===== src/rtl/serial_restador.sv =====
// Bit-serial unsigned subtractor (A - B), LSB first: one full-subtractor cell
// plus a borrow flip-flop, with start/busy/done handshaking.
module serial_restador #(
  parameter int WIDTH = 8
) (
  input  logic             clk,
  input  logic             rst,
  input  logic             in_start,
  input  logic [WIDTH-1:0] in_a,
  input  logic [WIDTH-1:0] in_b,
  output logic             out_busy,
  output logic             out_done,
  output logic [WIDTH-1:0] out_diff,
  output logic             out_borrow
);

  localparam int CW = (WIDTH > 1) ? $clog2(WIDTH) : 1;

  typedef enum logic [1:0] {
    IDLE  = 2'd0,
    SHIFT = 2'd1,
    DONE  = 2'd2
  } state_t;

  state_t           state_q;
  logic [WIDTH-1:0] a_sh_q;
  logic [WIDTH-1:0] b_sh_q;
  logic [WIDTH-1:0] r_sh_q;
  logic [WIDTH-1:0] r_sh_d;
  logic [CW-1:0]    cnt_q;
  logic             borrow_q;
  logic             borrow_d;
  logic             diff_bit;
  logic             busy_q;
  logic             done_q;
  logic [WIDTH-1:0] diff_q;
  logic             borrow_out_q;

  always_comb begin
    diff_bit = a_sh_q[0] ^ b_sh_q[0] ^ borrow_q;
    borrow_d = (~a_sh_q[0] & b_sh_q[0]) | (~(a_sh_q[0] ^ b_sh_q[0]) & borrow_q);
    r_sh_d   = {diff_bit, r_sh_q[WIDTH-1:1]};
  end

  always_ff @(posedge clk or posedge rst) begin
    if (rst) begin
      state_q      <= IDLE;
      a_sh_q       <= '0;
      b_sh_q       <= '0;
      r_sh_q       <= '0;
      cnt_q        <= '0;
      borrow_q     <= 1'b0;
      busy_q       <= 1'b0;
      done_q       <= 1'b0;
      diff_q       <= '0;
      borrow_out_q <= 1'b0;
    end else begin
      case (state_q)
        IDLE: begin
          if (in_start) begin
            a_sh_q   <= in_a;
            b_sh_q   <= in_b;
            r_sh_q   <= '0;
            cnt_q    <= '0;
            borrow_q <= 1'b0;
            busy_q   <= 1'b1;
            state_q  <= SHIFT;
          end
        end
        SHIFT: begin
          r_sh_q   <= r_sh_d;
          a_sh_q   <= {1'b0, a_sh_q[WIDTH-1:1]};
          b_sh_q   <= {1'b0, b_sh_q[WIDTH-1:1]};
          borrow_q <= borrow_d;
          cnt_q    <= cnt_q + CW'(1);
          // Final bit is folded in here so the result is valid alongside done.
          if (cnt_q == CW'(WIDTH - 1)) begin
            diff_q       <= r_sh_d;
            borrow_out_q <= borrow_d;
            busy_q       <= 1'b0;
            done_q       <= 1'b1;
            state_q      <= DONE;
          end
        end
        DONE: begin
          done_q  <= 1'b0;
          state_q <= IDLE;
        end
        default: begin
          busy_q  <= 1'b0;
          done_q  <= 1'b0;
          state_q <= IDLE;
        end
      endcase
    end
  end

  assign out_busy   = busy_q;
  assign out_done   = done_q;
  assign out_diff   = diff_q;
  assign out_borrow = borrow_out_q;

endmodule


===== config.mk =====
export PLATFORM = sky130hd
export DESIGN_NAME = serial_restador
export DESIGN_NICKNAME = d
export VERILOG_FILES = /design/src/rtl/serial_restador.sv
export SDC_FILE = /design/constraint.sdc
export NUM_CORES = 1
export LEC_CHECK = 0
export ABC_AREA = 1
export ABC_CLOCK_PERIOD_IN_PS = 1850
export CELL_PAD_IN_SITES_DETAIL_PLACEMENT = 0
export CELL_PAD_IN_SITES_GLOBAL_PLACEMENT = 1
export CORE_ASPECT_RATIO = 2
export CORE_UTILIZATION = 39
export CTS_CLUSTER_SIZE = 12
export DETAILED_ROUTE_END_ITERATION = 8
export GPL_TIMING_DRIVEN = 0
export PLACE_DENSITY = 0.78
export SLEW_MARGIN = 30
export SYNTH_ARGS = -nofsm -noshare
export SYNTH_HDL_FRONTEND = slang
export SYNTH_SLANG_ARGS = --single-unit

===== constraint.sdc =====
create_clock -name clk -period 1.85 [get_ports clk]
set_clock_uncertainty 0.15 [all_clocks]
set_input_delay 0.185 -clock clk [delete_from_list [all_inputs] [get_ports clk]]
set_output_delay 0.185 -clock clk [all_outputs]
set_load 0.02 [all_outputs]

==> out/results.tsv, run 1 <==
metric	value	unit
timing.fmax	0.634	GHz
final.setup.worst_slack	0.272	ns
relSlewSlack	70.3	%
status	finished, final reports clean	
setup_viol	0	
clk_latency	0.28	ns
io_buffers	29	
pre_cts_slack	0.260	ns
die-width	50.8	um
avgRoutedWirePerCell	12.5	um
rsz0062_at_grt	no	
crit_family	buffers and inverters	
yosys-top-cells-area	dfrtp_1, nand3_1, nand2_1, inv_1, o21ai_2	
synth_cells	218	
gr-total-overflow	0	
die_area	5050	um^2
ant_nets	0	
root_buffer	clkbuf_8	
nets	277	
grt_pass1_vias	1484	
antennaDiodeCount	0	
ys_ff_latch	40	
coreArea	4600	um^2
worst-path-buf-inv	1	
initial_utilization	40.3	%
grt_max_degree	26	
synth_top_area_share	54.0	%
drtIter0Drc	26	
cts-htree-levels	2	
hold_viol	0	
drt-pass1-iter-count	4	
viasPerCell	4.70	
end_kind	output pin	
synthToLayoutAreaGrowth	24.6	%
grt_pass1_wl	6.83	mm
dpl.hpwl	2.84	mm
clk_pin_slew	0.07	ns
hold_path.class	in -> async	
cp_cell_sequence	clkdlybuf4s50_1	
cts_setup_buffers	0	
synth_area_leader_cell	dfrtp_1	
tightest_slew	0.445	ns
worstPathRequired	1.51	ns
clock_path_buffers	2	
grt_usage	18.2	%
p_leak	1.18	nW
crit_arrival	1.24	ns
avgSynthCellArea	8.51	um^2
min_period	1.58	ns
total_power	0.00374	W
cap_violations	0	
netlist_area	1850	um^2
ir_drop	0.731	mV
cts_tree	built	
gp_congestion	0.734	
io_pins	30	
period_share	85.3	%
crit_path_max_incr_delay	0.60	ns
powerDensity	1620	nW/um^2
drive_above_1_share	11.8	%
synth-seq-area-share	54.0	%
syn-num-nets	240	
synth_cell_types	19	
antenna_found_initial	0	
cp_slowest_cell	clkdlybuf4s50_1	
wl	3.86	mm
drv_slew	0	
cts_num_sinks	40	
yosys_warnings	0	
drc	0	
cts_hold_buf	0	
die_h	99.5	um
crit_type	reg -> out	
post_cts_resized	0	
start_kind	flip-flop	
cts_buffers	5	
num_rows	35	
crit_fanout	2	
fin_util	50.3	%
vias	1458	
[stage by stage]
stage | instance area [um^2] | hold slack, ns | TNS (ns) | std cells
floorplan | 1850 | 0.156 | 0 | 218
global placement | 2210 | 0.312 | -12.40 | 302
detailed placement | 2230 | 0.318 | 0 | 303
CTS | 2310 | 0.0527 | 0 | 310
global route | 2310 | 0.0769 | 0 | 310
finish | 2310 | 0.0461 | 0 | 310
[state kept, by name (all words and copies together), names as in the netlist]
| signal | flops |
|---|---|
| a_sh_q | 8 |
| b_sh_q | 8 |
| out_diff | 8 |
| r_sh_q | 7 |
| cnt_q | 3 |
| state_q | 2 |
| borrow_q | 1 |
| out_borrow | 1 |
| out_busy | 1 |
| out_done | 1 |
[metal layers]
| metal | up-vias | track usage (%) | wire length [um] |
|---|---|---|---|
| met3 | 7 | 2.75 | 69 |
| met5 | - | 0 | 0 |
| met2 | 24 | 32.0 | 2060 |
| li1 | 753 | - | - |
| met1 | 674 | 21.5 | 1660 |
| met4 | 0 | 7.69 | 74 |
[power breakdown]
| part | switching, W | internal, W | total, W |
|---|---|---|---|
| logic | 0.000995 | 0.000713 | 0.00171 |
| clock network | 0.000284 | 0.000256 | 0.000541 |
| registers | 0.000216 | 0.00128 | 0.00149 |
[logic make-up (layout without fill, tap and decap cells)]
logic type,after synthesis,in the layout,share of synthesized area [%]
DFF,40,40,54.0
AOI/OAI and AO/OA,20,20,7.09
adders and majority gates,3,3,2.43
and+or+nand+nor,108,108,25.6
buffers and inverters,47,84,10.9
[path summary, 6_finish.rpt]
| check | from | end | slack (ns) | depth (start not counted) |
|---|---|---|---|---|
| hold reg to reg | out_diff[3] | out_diff[3] | 0.33 | 2 |
| hold / removal | rst | a_sh_q[6] | 0.05 | 2 |
| min in group clk | in_b[7] | b_sh_q[7] | 0.31 | 3 |
| max in group asynchronous | rst | out_diff[5] | 1.05 | 3 |
| setup / recovery | out_done | out_done | 0.27 | 1 |
| setup reg to reg | cnt_q[0] | out_diff[7] | 0.28 | 6 |
[cells in the final DEF (no fill, tap or decap), drive strengths merged, types with 2 or more instances in the layout]
cell type,count
dfrtp,40
inv,36
nor2,8
nand3,45
ha,2
o21ai,18
nand2,55
buf,10
clkbuf,8
clkdlybuf4s50,29
[area by class of cell]
cell class,count,area [um^2]
Tap cell,55,68.8
Multi-Input combinational cell,131,651
Timing Repair Buffer,30,310
Fill cell,497,2290
Sequential cell,40,1000
Inverter,36,135
Clock buffer,6,72.6
Clock inverter,1,5.00
Buffer,11,67.6
[synthesized netlist by cell type, drive strengths merged]
cell type,number
nand2,55
nand3,45
dfrtp,40
inv,36
o21ai,18
buf,9
nor2,8
clkbuf,2
ha,2
a21oi,1
fa,1
o22ai,1
Power figures use the tool's default switching activity.
==> inputs of run 2 (changes only) <==
HOLD_SLACK_MARGIN = 0.1   (was not set)
==> run 2 against run 1 <==
Against the previous run:
- maximum frequency is essentially flat
- combinational power is essentially flat
- sequential power is essentially flat
- utilization grew 0.22 points
- die area is the same
- cell count grew 0.32%
- clock power is essentially flat
- global-route usage is essentially flat
- worst setup slack is essentially flat
- critical path depth is the same
- hold slack gained 0.27 ns
==> out/results.tsv, run 2 (synthesis gave the netlist of run 1 again) <==
metric	value	unit
status	finished, final reports clean	
holdWs	0.313	ns
clk_latency	0.28	ns
rsz0062_at_grt	no	
fin_util	50.5	%
drv_slew	0	
clock_path_buffers	2	
crit_family	buffers and inverters	
crit_type	reg -> out	
drtIter0Drc	27	
antennaDiodeCount	0	
coreArea	4600	um^2
viasPerCell	4.71	
vias	1464	
io_buffers	29	
tns	0	ns
clk_pin_slew	0.07	ns
worst-path-buf-inv	1	
relSlewSlack	70.4	%
period_share	85.3	%
root_buffer	clkbuf_8	
synthToLayoutAreaGrowth	25.2	%
cts_hold_buf	1	
grt_usage	18.3	%
wl	3.86	mm
dpl.hpwl	2.84	mm
drt-pass1-iter-count	4	
worstPathRequired	1.51	ns
instances_no_fill	311	
cap_violations	0	
io_pins	30	
cts_setup_buffers	0	
ir_drop	0.732	mV
gr-total-overflow	0	
grt_max_degree	26	
drc	0	
avgRoutedWirePerCell	12.4	um
hold_viol	0	
post_cts_resized	0	
grt_pass1_wl	6.84	mm
min_period	1.58	ns
place_inst	303	
end_kind	output pin	
final.setup.worst_slack	0.272	ns
initial_utilization	40.3	%
ant_nets	0	
cts-htree-levels	2	
timing.fmax	0.634	GHz
die_h	99.5	um
crit_fanout	2	
setup_viol	0	
final_common_cell	nand2_1	
cts_tree	built	
grt_pass1_vias	1490	
nets	278	
crit_arrival	1.24	ns
cp_slowest_cell	clkdlybuf4s50_1	
most-common-layout-cells	nand2_1, nand3_1, dfrtp_1, inv_1, clkdlybuf4s50_1	
crit_path_max_incr_delay	0.60	ns
hold_path.class	in -> reg	
num_rows	35	
pre_cts_slack	0.260	ns
die_area	5050	um^2
antenna_found_initial	0	
drive_above_1_share	11.7	%
gp_congestion	0.734	
start_kind	flip-flop	
tightest_slew	0.445	ns
cts_buffers	5	
cts_num_sinks	40	
cp_cell_sequence	clkdlybuf4s50_1	
powerDensity	1610	nW/um^2
die-width	50.8	um
p_leak	1.18	nW
run 2: cell count changes in the layout (fill, tap and decap cells not counted), sizes merged:
cell and delta:
dlygate4sd3 +1
run 2: worst paths after layout:
path	start	to	slack, ns	depth (start not counted)
hold / removal	in_b[7]	b_sh_q[7]	0.31	3
setup reg to reg	cnt_q[0]	out_diff[7]	0.28	6
setup / recovery	out_done	out_done	0.27	1
min in group asynchronous	rst	a_sh_q[6]	0.60	3
max in group asynchronous	rst	out_diff[5]	0.50	4
hold reg to reg	out_diff[3]	out_diff[3]	0.33	2
run 2: power by group:
group / internal, W / switching [W] / total, W
combinational: 0.000714 / 0.000994 / 0.00171
sequential: 0.00128 / 0.000215 / 0.00149
clock: 0.000256 / 0.000284 / 0.000541
total: 0.00225 / 0.00149 / 0.00374
run 2: routing by layer:
metal | vias to the layer above | share of wire [%] | track usage (%)
met5 | - | 0 | 0
met1 | 678 | 43 | 21.5
met4 | 0 | 1.9 | 7.69
met3 | 7 | 1.8 | 2.75
li1 | 755 | - | -
met2 | 24 | 53 | 32.1
run 2: cell type report:
class | instances | area, um^2
buffer | 11 | 67.6
timing repair buffer | 31 | 320
tap | 55 | 68.8
multi-input combinational | 131 | 651
clock inverter | 1 | 5.00
inverter | 36 | 135
sequential | 40 | 1000
fill | 494 | 2280
clock buffer | 6 | 72.6
run 2: stage by stage:
step	instance area, um^2	total power, W
after floorplan	1850	0.00267
after global placement	2210	0.00321
after detailed placement	2230	0.00324
after CTS	2320	0.00380
after global routing	2320	0.00408
final	2320	0.00374
==> inputs of run 3 (changes only) <==
CORE_UTILIZATION = 41   (was 39)
CTS_BUF_LIST = sky130_fd_sc_hd__clkbuf_8   (was not set)
PLACE_DENSITY = 0.81   (was 0.78)
==> run 3 against run 2 <==
Against the previous run:
- routed wire length is 1.8% higher
- largest power group unchanged
- critical path depth is 5 higher
- cell count is 0.32% lower
- utilization is 3.0 points higher
- cell area hardly changed
- first-iteration DRC count is 37% higher
==> out/results.tsv, run 3 (synthesis gave the netlist of run 1 again) <==
metric	value	unit
status	finished, final reports clean	
clock_path_buffers	2	
ir_drop	1.22	mV
p_seq_share	40.0	%
io_buffers	29	
dpl.hpwl	2.90	mm
cts_hold_buf	1	
cts_tree	built	
die_area	4810	um^2
gp_congestion	0.738	
p_leak	1.18	nW
worstSetupStartpoint	cnt_q[0]	
timing.fmax	0.629	GHz
drive_above_1_share	11.7	%
comb_power_share	45.8	%
intPower	0.00225	W
tns	0	ns
clkPwrFrac	14.2	%
hold_viol	0	
root_buffer	clkbuf_8	
end_kind	flip-flop	
cts_buffers	5	
hold_path.class	in -> reg	
avgRoutedWirePerCell	12.7	um
most-common-layout-cells	nand2_1, nand3_1, dfrtp_1, inv_1, clkdlybuf4s50_1	
die_h	97.1	um
die-width	49.6	um
grt_usage	19.6	%
drt-pass1-iter-count	4	
crit_fanout	10	
drc	0	
place_inst	302	
netSwitchingFraction	40.0	%
reg2reg_from	cnt_q[0]	
worstHoldStart	in_b[7]	
antenna_found_initial	0	
cp_cell_sequence	ha_1 -> ha_1 -> nand2_2 -> buf_6 -> nand2_1 -> nand2_1	
power_switching	0.00150	W
viasPerCell	4.84	
setup_viol	0	
drtIter0Drc	37	
coreArea	4340	um^2
crit_type	reg -> reg	
clk_pin_slew	0.07	ns
gr-total-overflow	0	
worstPathRequired	1.93	ns
clk_latency	0.28	ns
worst-path-buf-inv	1	
cap_violations	0	
antennaDiodeCount	0	
cts_setup_buffers	0	
initial_utilization	42.7	%
instances_no_fill	310	
final_common_cell	nand2_1	
relSlewSlack	67.9	%
wl	3.92	mm
nets	278	
cts_num_sinks	40	
grt_pass1_wl	7.18	mm
crit_family	adder cells	
tightest_slew	0.482	ns
crit_path_max_incr_delay	0.40	ns
num_rows	34	
cts-htree-levels	2	
drv_slew	0	
grt_max_degree	28	
rsz0062_at_grt	no	
post_cts_resized	0	
min_period	1.59	ns
cp_slowest_cell	dfrtp_1	
start_kind	flip-flop	
holdWs	0.299	ns
io_pins	30	
crit_arrival	1.67	ns
powerDensity	1610	nW/um^2
vias	1501	
ant_nets	0	
period_share	85.9	%
grt_pass1_vias	1613	
synthToLayoutAreaGrowth	25.1	%
## run 3: cell types whose count changed in the layout (fill, tap and decap cells not counted), sizes merged
cell    change
inv         +1
clkbuf      -1
## run 3: final cells by class
class,count,area (um^2)
clock inverters,2,8.76
repair buffers,31,320
inverters,36,135
well taps,54,67.6
fillers,465,2020
plain buffers,11,67.6
flip-flops and latches,40,1000
multi-input cells,131,651
clock buffers,5,68.8
## run 3: worst paths after layout
path	cells past startpoint	slack, ns	endpoint
hold / removal	3	0.30	b_sh_q[7]
hold reg to reg	2	0.33	out_borrow
max in group asynchronous	4	0.52	out_diff[6]
setup reg to reg	6	0.26	out_diff[7]
setup / recovery	6	0.26	out_diff[7]
min in group asynchronous	3	0.58	r_sh_q[1]
## run 3: power by group through the flow
stage	clock network [W]	registers (W)	logic [W]
after floorplan	0	0.00161	0.00106
after global placement	0	0.00150	0.00170
after detailed placement	0	0.00151	0.00174
after CTS	0.000544	0.00150	0.00175
after global routing	0.000577	0.00155	0.00197
final	0.000531	0.00150	0.00172
## run 3: metrics by stage
stage / util [%] / cell area, um^2 / setup WS (ns) / total power [W]
5_1_grt: 53.5 / 2320 / 0.165 / 0.00410
4_1_cts: 53.5 / 2320 / 0.229 / 0.00379
3_3_place_gp: 51.0 / 2210 / -0.311 / 0.00321
3_5_place_dp: 51.4 / 2230 / 0.252 / 0.00325
2_1_floorplan: - / 1850 / 0.443 / 0.00267
6_report: 53.5 / 2320 / 0.261 / 0.00374
## run 3: worst min-delay path, cell delays in order
cell	delay [ns]
clkdlybuf4s50_1	0.40
nand2_1	0.06
o21ai_1	0.05
## run 3: metal layers
layer | vias up | GRT usage (%) | wire length (um)
met5 | - | 0 | 0
met4 | 0 | 7.91 | 76
met3 | 5 | 3.29 | 67
met2 | 24 | 36.7 | 2220
met1 | 716 | 20.5 | 1560
li1 | 756 | - | -
